### config.mk
export PLATFORM = sky130hd
export DESIGN_NAME = calc_seq_ctrl_flat
export DESIGN_NICKNAME = d
export VERILOG_FILES = /design/src/rtl/calc_seq_ctrl_pkg.sv /design/src/rtl/calc_seq_ctrl_if.sv /design/src/rtl/calc_seq_ctrl_bcd_digit_add.sv /design/src/rtl/calc_seq_ctrl.sv /design/src/flat_wrapper.sv
export SDC_FILE = /design/constraint.sdc
export NUM_CORES = 1
export LEC_CHECK = 0
export BUFFER_PORTS_ARGS = -buffer_cell sky130_fd_sc_hd__clkbuf_2
export CORE_MARGIN = 2
export CORE_UTILIZATION = 60
export CTS_BUF_LIST = sky130_fd_sc_hd__clkbuf_8
export DETAILED_ROUTE_END_ITERATION = 16
export PLACE_DENSITY = 0.78
export SLEW_MARGIN = 40
export SYNTH_ARGS = -nofsm -noshare
export SYNTH_HDL_FRONTEND = slang
export SYNTH_SLANG_ARGS = --single-unit
### constraint.sdc
create_clock -name clk -period 5.4 [get_ports clk]
set_input_delay 0.81 -clock clk [delete_from_list [all_inputs] [get_ports clk]]
set_output_delay 0.81 -clock clk [all_outputs]
set_load 0.01 [all_outputs]
### src/rtl/calc_seq_ctrl_pkg.sv
// Shared types and constants for the BCD calculator sequencer.
// Provides the FSM state enum, operator enum, digit geometry and a BCD
// digit validity helper.
package calc_pkg;

  localparam int unsigned NDIG   = 4;
  localparam int unsigned DIG_W  = 4;
  localparam int unsigned WORD_W = NDIG * DIG_W;
  localparam int unsigned CNT_W  = 3;
  localparam int unsigned K_W    = 2;

  localparam logic [DIG_W-1:0] BCD_NINE = 4'd9;

  typedef enum logic [2:0] {
    ST_ENTER_A = 3'd0,
    ST_OP_B    = 3'd1,
    ST_ENTER_B = 3'd2,
    ST_CALC    = 3'd3,
    ST_SHOW    = 3'd4
  } state_t;

  typedef enum logic {
    OP_ADD = 1'b0,
    OP_SUB = 1'b1
  } op_t;

  // True when the nibble is a legal decimal digit.
  function automatic logic bcd_valid(input logic [DIG_W-1:0] d);
    return (d <= BCD_NINE);
  endfunction

endpackage

### src/rtl/calc_seq_ctrl_if.sv
// Keypad / display bus of the calculator sequencer.
// master: keypad side (drives d_in and strobes, observes display/status).
// slave : controller side (observes keypad, drives display/status).
interface calc_seq_ctrl_if;
  logic [3:0] d_in;
  logic       ent;
  logic       pls;
  logic       mns;
  logic       eq;
  logic [3:0] q0;
  logic [3:0] q1;
  logic [3:0] q2;
  logic [3:0] q3;
  logic       q4;
  logic       qmin;
  logic       busy;
  logic       done;
  logic       err;

  modport master (
    output d_in, ent, pls, mns, eq,
    input  q0, q1, q2, q3, q4, qmin, busy, done, err
  );

  modport slave (
    input  d_in, ent, pls, mns, eq,
    output q0, q1, q2, q3, q4, qmin, busy, done, err
  );
endinterface

### src/rtl/calc_seq_ctrl_bcd_digit_add.sv
// Single-digit BCD adder, time-shared across the four CALC cycles.
// Ports: i_a, i_b (BCD digits, i_b may be a nines complement), i_cin;
//        o_sum_c (corrected BCD digit), o_cout_c (decimal carry).
module bcd_digit_add
  import calc_pkg::*;
(
  input  logic [DIG_W-1:0] i_a,
  input  logic [DIG_W-1:0] i_b,
  input  logic             i_cin,
  output logic [DIG_W-1:0] o_sum_c,
  output logic             o_cout_c
);

  logic [DIG_W:0] w_raw;
  logic [DIG_W:0] w_adj;
  logic           w_fix;

  // Binary sum of two digits plus carry tops out at 19, so 5 bits suffice.
  assign w_raw    = 5'(i_a) + 5'(i_b) + 5'(i_cin);
  assign w_fix    = (w_raw > 5'(BCD_NINE));
  assign w_adj    = w_raw + 5'd6;
  assign o_sum_c  = w_fix ? w_adj[DIG_W-1:0] : w_raw[DIG_W-1:0];
  assign o_cout_c = w_fix;

endmodule

### src/rtl/calc_seq_ctrl.sv
// Sequencer for a 4-digit BCD calculator: keypad entry of A and B,
// operator latch, digit-serial add/subtract over four clocks, and the
// signed 4.5-digit display.
// Ports: clk, clr (async active-high reset), bus (calc_seq_ctrl_if.slave:
//        d_in/ent/pls/mns/eq in; q0..q3/q4/qmin/busy/done/err out).
// Option: CALC_CHAIN_EN lets pls/mns in SHOW chain on the last result.
module calc_seq_ctrl
  import calc_pkg::*;
(
  input  logic           clk,
  input  logic           clr,
  calc_seq_ctrl_if.slave bus
);

  state_t              r_state, n_state;
  op_t                 r_op, n_op;
  logic [WORD_W-1:0]   r_a, n_a;
  logic [WORD_W-1:0]   r_b, n_b;
  logic [CNT_W-1:0]    r_cnt_a, n_cnt_a;
  logic [CNT_W-1:0]    r_cnt_b, n_cnt_b;
  logic [WORD_W-1:0]   r_big, n_big;
  logic [WORD_W-1:0]   r_small, n_small;
  logic [WORD_W-1:0]   r_res, n_res;
  logic                r_carry, n_carry;
  logic                r_neg, n_neg;
  logic [K_W-1:0]      r_k, n_k;
  logic [WORD_W-1:0]   r_disp, n_disp;
  logic                r_q4, n_q4;
  logic                r_qmin, n_qmin;
  logic                r_busy, n_busy;
  logic                r_done, n_done;
  logic                r_err, n_err;

  logic [3:0]          w_strb;
  logic                w_multi;
  logic                w_dig_ok;
  logic [DIG_W-1:0]    w_big_dig;
  logic [DIG_W-1:0]    w_small_dig;
  logic [DIG_W-1:0]    w_b_in;
  logic [DIG_W-1:0]    w_sum;
  logic                w_cout;

  assign w_strb   = {bus.ent, bus.pls, bus.mns, bus.eq};
  assign w_multi  = ($countones(w_strb) > 1);
  assign w_dig_ok = bcd_valid(bus.d_in);

  // Current digit pair; subtraction feeds the nines complement of the smaller operand.
  assign w_big_dig   = r_big[{r_k, 2'b00} +: DIG_W];
  assign w_small_dig = r_small[{r_k, 2'b00} +: DIG_W];
  assign w_b_in      = (r_op == OP_SUB) ? (BCD_NINE - w_small_dig) : w_small_dig;

  bcd_digit_add u_add (
    .i_a      (w_big_dig),
    .i_b      (w_b_in),
    .i_cin    (r_carry),
    .o_sum_c  (w_sum),
    .o_cout_c (w_cout)
  );

  // State register.
  always_ff @(posedge clk or posedge clr) begin
    if (clr) begin
      r_state <= ST_ENTER_A;
      r_op    <= OP_ADD;
      r_a     <= '0;
      r_b     <= '0;
      r_cnt_a <= '0;
      r_cnt_b <= '0;
      r_big   <= '0;
      r_small <= '0;
      r_res   <= '0;
      r_carry <= 1'b0;
      r_neg   <= 1'b0;
      r_k     <= '0;
      r_disp  <= '0;
      r_q4    <= 1'b0;
      r_qmin  <= 1'b0;
      r_busy  <= 1'b0;
      r_done  <= 1'b0;
      r_err   <= 1'b0;
    end else begin
      r_state <= n_state;
      r_op    <= n_op;
      r_a     <= n_a;
      r_b     <= n_b;
      r_cnt_a <= n_cnt_a;
      r_cnt_b <= n_cnt_b;
      r_big   <= n_big;
      r_small <= n_small;
      r_res   <= n_res;
      r_carry <= n_carry;
      r_neg   <= n_neg;
      r_k     <= n_k;
      r_disp  <= n_disp;
      r_q4    <= n_q4;
      r_qmin  <= n_qmin;
      r_busy  <= n_busy;
      r_done  <= n_done;
      r_err   <= n_err;
    end
  end

  // Next-state and output logic.
  always_comb begin
    n_state = r_state;
    n_op    = r_op;
    n_a     = r_a;
    n_b     = r_b;
    n_cnt_a = r_cnt_a;
    n_cnt_b = r_cnt_b;
    n_big   = r_big;
    n_small = r_small;
    n_res   = r_res;
    n_carry = r_carry;
    n_neg   = r_neg;
    n_k     = r_k;
    n_disp  = r_disp;
    n_q4    = r_q4;
    n_qmin  = r_qmin;
    n_busy  = r_busy;
    n_done  = 1'b0;
    n_err   = 1'b0;

    case (r_state)
      ST_ENTER_A: begin
        if (w_multi) begin
          n_err = 1'b1;
        end else if (bus.ent) begin
          if (!w_dig_ok || (r_cnt_a == CNT_W'(NDIG))) begin
            n_err = 1'b1;
          end else begin
            n_a     = {r_a[WORD_W-DIG_W-1:0], bus.d_in};
            n_cnt_a = r_cnt_a + CNT_W'(1);
            n_disp  = n_a;
          end
        end else if (bus.pls || bus.mns) begin
          n_op    = bus.mns ? OP_SUB : OP_ADD;
          n_b     = '0;
          n_cnt_b = '0;
          n_disp  = '0;
          n_state = ST_OP_B;
        end else if (bus.eq) begin
          n_err = 1'b1;
        end
      end

      ST_OP_B, ST_ENTER_B: begin
        if (w_multi || bus.pls || bus.mns) begin
          n_err = 1'b1;
        end else if (bus.ent) begin
          if (!w_dig_ok || (r_cnt_b == CNT_W'(NDIG))) begin
            n_err = 1'b1;
          end else begin
            n_b     = {r_b[WORD_W-DIG_W-1:0], bus.d_in};
            n_cnt_b = r_cnt_b + CNT_W'(1);
            n_disp  = n_b;
            n_state = ST_ENTER_B;
          end
        end else if (bus.eq) begin
          // Packed BCD orders the same as binary, so a plain compare picks the larger.
          if ((r_op == OP_SUB) && (r_b > r_a)) begin
            n_big   = r_b;
            n_small = r_a;
            n_neg   = 1'b1;
          end else begin
            n_big   = r_a;
            n_small = r_b;
            n_neg   = 1'b0;
          end
          n_carry = (r_op == OP_SUB);
          n_res   = '0;
          n_k     = '0;
          n_busy  = 1'b1;
          n_state = ST_CALC;
        end
      end

      ST_CALC: begin
        // Strobes are deliberately ignored here; one digit per clock.
        n_res[{r_k, 2'b00} +: DIG_W] = w_sum;
        n_carry = w_cout;
        n_k     = r_k + K_W'(1);
        if (r_k == K_W'(NDIG - 1)) begin
          n_disp  = n_res;
          n_q4    = (r_op == OP_ADD) ? w_cout : 1'b0;
          n_qmin  = (r_op == OP_SUB) ? r_neg : 1'b0;
          n_busy  = 1'b0;
          n_done  = 1'b1;
          n_state = ST_SHOW;
        end
      end

      ST_SHOW: begin
        if (w_multi) begin
          n_err = 1'b1;
        end else if (bus.ent) begin
          if (!w_dig_ok) begin
            n_err = 1'b1;
          end else begin
            n_a     = {{(WORD_W-DIG_W){1'b0}}, bus.d_in};
            n_cnt_a = CNT_W'(1);
            n_b     = '0;
            n_cnt_b = '0;
            n_op    = OP_ADD;
            n_neg   = 1'b0;
            n_q4    = 1'b0;
            n_qmin  = 1'b0;
            n_disp  = n_a;
            n_state = ST_ENTER_A;
          end
        end else if (bus.pls || bus.mns) begin
`ifdef CALC_CHAIN_EN
          // Only an in-range, non-negative result can become the next A.
          if (r_q4 || r_qmin) begin
            n_err = 1'b1;
          end else begin
            n_a     = r_res;
            n_cnt_a = CNT_W'(NDIG);
            n_op    = bus.mns ? OP_SUB : OP_ADD;
            n_b     = '0;
            n_cnt_b = '0;
            n_neg   = 1'b0;
            n_disp  = '0;
            n_state = ST_OP_B;
          end
`else
          n_err = 1'b1;
`endif
        end
      end

      default: n_state = ST_ENTER_A;
    endcase
  end

  assign bus.q0   = r_disp[3:0];
  assign bus.q1   = r_disp[7:4];
  assign bus.q2   = r_disp[11:8];
  assign bus.q3   = r_disp[15:12];
  assign bus.q4   = r_q4;
  assign bus.qmin = r_qmin;
  assign bus.busy = r_busy;
  assign bus.done = r_done;
  assign bus.err  = r_err;

endmodule

### src/flat_wrapper.sv
// flat-port wrapper written by rule: the top's interface ports become plain ports
module calc_seq_ctrl_flat import calc_pkg::*;
  (clk, clr, bus_d_in, bus_ent, bus_pls, bus_mns, bus_eq, bus_q0, bus_q1, bus_q2, bus_q3, bus_q4, bus_qmin, bus_busy, bus_done, bus_err);
  calc_seq_ctrl_if bus_i ();
  input  logic clk;
  input  logic clr;
  input wire logic [$bits(bus_i.d_in)-1:0] bus_d_in;
  input wire logic [$bits(bus_i.ent)-1:0] bus_ent;
  input wire logic [$bits(bus_i.pls)-1:0] bus_pls;
  input wire logic [$bits(bus_i.mns)-1:0] bus_mns;
  input wire logic [$bits(bus_i.eq)-1:0] bus_eq;
  output wire logic [$bits(bus_i.q0)-1:0] bus_q0;
  output wire logic [$bits(bus_i.q1)-1:0] bus_q1;
  output wire logic [$bits(bus_i.q2)-1:0] bus_q2;
  output wire logic [$bits(bus_i.q3)-1:0] bus_q3;
  output wire logic [$bits(bus_i.q4)-1:0] bus_q4;
  output wire logic [$bits(bus_i.qmin)-1:0] bus_qmin;
  output wire logic [$bits(bus_i.busy)-1:0] bus_busy;
  output wire logic [$bits(bus_i.done)-1:0] bus_done;
  output wire logic [$bits(bus_i.err)-1:0] bus_err;
  assign bus_i.d_in = bus_d_in;
  assign bus_i.ent = bus_ent;
  assign bus_i.pls = bus_pls;
  assign bus_i.mns = bus_mns;
  assign bus_i.eq = bus_eq;
  assign bus_q0 = bus_i.q0;
  assign bus_q1 = bus_i.q1;
  assign bus_q2 = bus_i.q2;
  assign bus_q3 = bus_i.q3;
  assign bus_q4 = bus_i.q4;
  assign bus_qmin = bus_i.qmin;
  assign bus_busy = bus_i.busy;
  assign bus_done = bus_i.done;
  assign bus_err = bus_i.err;
  calc_seq_ctrl u_core (.clk(clk), .clr(clr), .bus(bus_i));
endmodule
==> results.cfg <==
[synthesis]
synth.largest_area_cell = dfrtp_1
syn-num-nets = 733
yosysSeqAreaShare_pct = 44.2
synthCells = 687
netlist.area_leader.share_pct = 44.2
yosys_warnings = 0
ys.flop_type = dfrtp_1
synth_seq_cells = 115
synth_edf_count = 0
avgSynthCellArea_sq_um = 9.48
synth.most_common_cell = dfrtp_1
synthTopCellsByArea = dfrtp_1, ha_1, nand2_1
synthTopCellsByCount = dfrtp_1, nand2_1, nor2_1
ys_async_sr_fraction_pct = 100
synth_area_sq_um = 6510
synth.distinct_cells = 64

[placed_design]
gp_congestion = 0.932
port_buffers = 30
post-dp-hpwl_mm = 11.7

[clock_tree]
post_cts_buffers = 0
cts_buffers = 17
cts_root_buf = clkbuf_8
cts_tree = yes
htreeDepth = 4
cts_resized = 0
holdBufCountCts = 0
cts.sink_count = 115
clkLatencyLatePin_ns = 0.45
clk_pin_slew_ns = 0.07
clk_path_buf_depth = 2

[final_layout]
drive_above_1_share_pct = 13.2
fill_cells = 858
antenna_cells = 0
finalNetCount = 748
areaGrowthSynthToFinish_pct = 9.07

[critical_path]
cp-end-kind = register
cp_max_fo = 13
criticalPathCategory = reg2reg
worstSetupStartpointType = register
cp.arrival_ns = 4.46
crit_required_ns = 5.75

[floorplan]
die_w_microns = 108
num_rows = 38
die_height_microns = 108
core_sq_um = 10700
dieArea_sq_um = 11700
io_pins = 31
start_util_pct = 60.9

[route]
drc = 0
wl_mm = 16.5
drt-initial-drc-count = 446
dr.pass1.iters = 6
wl_per_cell_microns = 19.3
vias = 5364
post_drt_via_cell_ratio = 6.29
final_antenna_net_count = 0

[timing]
max_freq_mhz = 243
hold_viol_final = 0
skew_ns = 0.00839
worst_pin_slew_ns = 0.828
setup_viol = 0
maxSlewViolCount = 0
grt_setup_unrepaired = no
post-route-period-util_pct = 76.2
period_needed_ns = 4.11
slew_headroom_pct = 44.8
fin_setup_tns_ns = 0

[grt]
track_usage_pct = 30.7
antenna_found_initial = 0
grt_pass1_vias = 5334
grt_first_pass_wirelength_mm = 27.0
grt_max_degree = 75
grt-ovfl-total = 0

[outcome]
status = complete, no violations

[run]
max_cap_violations = 0

[min_path]
hold_class = in2async
==> per-stage QoR <==
stage                     utilization, %  instance area [sq um]  cells  worst slack [ns]  hold slack [ns]
after floorplan                        -                   6510    687              1.55            0.442
after global placement              62.5                   6690    823              1.23            0.452
after detailed placement            62.7                   6700    823              1.26            0.459
after CTS                           66.4                   7100    853              1.33            0.465
after global routing                66.4                   7100    853              1.10            0.488
final                               66.4                   7100    853              1.29            0.445
==> routing by layer <==
layer | GRT usage (%) | wire [microns] | vias up
met3 | 8.32 | 1300 | 50
met5 | 0 | 0 | -
met1 | 39.6 | 6640 | 2618
met2 | 47.8 | 7900 | 223
met4 | 15.3 | 641 | 0
li1 | - | - | 2473
==> cells by family (layout without fill, tap and decap cells) <==
| family | after synthesis | after routing | synth area share [%] |
|---|---|---|---|
| muxes | 49 | 49 | 9.17 |
| buffers and inverters | 78 | 104 | 5.38 |
| AOI/OAI and AO/OA | 192 | 192 | 18.8 |
| and+or+nand+nor | 210 | 210 | 14.1 |
| adders and majority gates | 37 | 37 | 7.42 |
| xor gates and xnor gates | 6 | 6 | 0.923 |
| DFF | 115 | 115 | 44.2 |
==> area by class of cell <==
class                      count  area (sq um)  share of cell area [%]
tap                          140           175                    2.47
clock inverter                 7          81.3                    1.15
inverter                      38           148                    2.08
clock buffer                  23           317                    4.46
sequential                   115          2880                    40.5
multi-input combinational    494          3310                    46.6
timing repair buffer          36           195                    2.75
==> final timing paths <==
kind | start | endpoint | slack (ns) | cells after the start
min | clr | u_core.r_a[7]$_DFFE_PP0P_ | 0.45 | 2
max in group asynchronous | clr | u_core.r_big[7]$_DFFE_PP0P_ | 3.96 | 3
max | u_core.r_k[1]$_DFFE_PP0P_ | u_core.r_disp[7]$_DFFE_PP0P_ | 1.29 | 10
min reg2reg | u_core.r_res[8]$_DFFE_PP0P_ | u_core.r_res[8]$_DFFE_PP0P_ | 0.48 | 1
max reg2reg | u_core.r_k[1]$_DFFE_PP0P_ | u_core.r_disp[7]$_DFFE_PP0P_ | 1.29 | 10
min in group clk | u_core.r_res[8]$_DFFE_PP0P_ | u_core.r_res[8]$_DFFE_PP0P_ | 0.48 | 1
==> worst max-delay path, stage by stage, from the launching register on <==
cell and delay [ns]:
dfrtp_1 0.75, mux4_2 0.60, xnor2_1 0.16, fa_1 0.46, fa_1 0.50, a21o_1 0.20
a21oi_1 0.24, nor2_1 0.08, mux2i_1 0.61, o2111ai_1 0.22, o21a_1 0.17
==> sequential cells by signal (all words and copies together) (netlist names) <==
name and count:
u_core.bus.qmin 1, u_core.r_cnt_a 3, u_core.bus.busy 1, u_core.r_big 16, u_core.r_k 2, u_core.r_a 16
u_core.r_b 16, u_core.r_small 16, u_core.bus.err 1, u_core.r_neg 1, u_core.r_op 1, u_core.r_disp 16
u_core.bus.q4 1, u_core.r_res 16, u_core.r_carry 1, u_core.bus.done 1, u_core.r_cnt_b 3, u_core.r_state 3
==> placed cells by master, fill, tap and decap left out, types with 3 or more instances in the layout <==
cell type / n
mux4_2: 8
clkbuf_8: 23
nand3_1: 6
mux2i_1: 36
a21o_1: 6
nor2b_1: 6
ha_1: 33
o21a_1: 14
nand4_1: 4
nand2_1: 106
nor2_2: 3
nor4b_1: 3
a31oi_1: 3
dfrtp_1: 115
o21ai_2: 3
buf_4: 6
fa_1: 3
o21ai_1: 18
a222oi_1: 6
clkbuf_2: 30
and2_1: 3
nand3b_1: 3
xnor2_1: 3
o21ai_0: 38
nor3_1: 7
mux2_2: 5
inv_1: 40
o2111ai_1: 7
a21boi_0: 3
a21oi_1: 52
o22ai_1: 3
nor2_1: 56
a221oi_1: 4
o211ai_1: 14
Power is left out: the tool's default activity adds up to more than one toggle a clock period on the data nets, which glitch-free logic cannot reach.
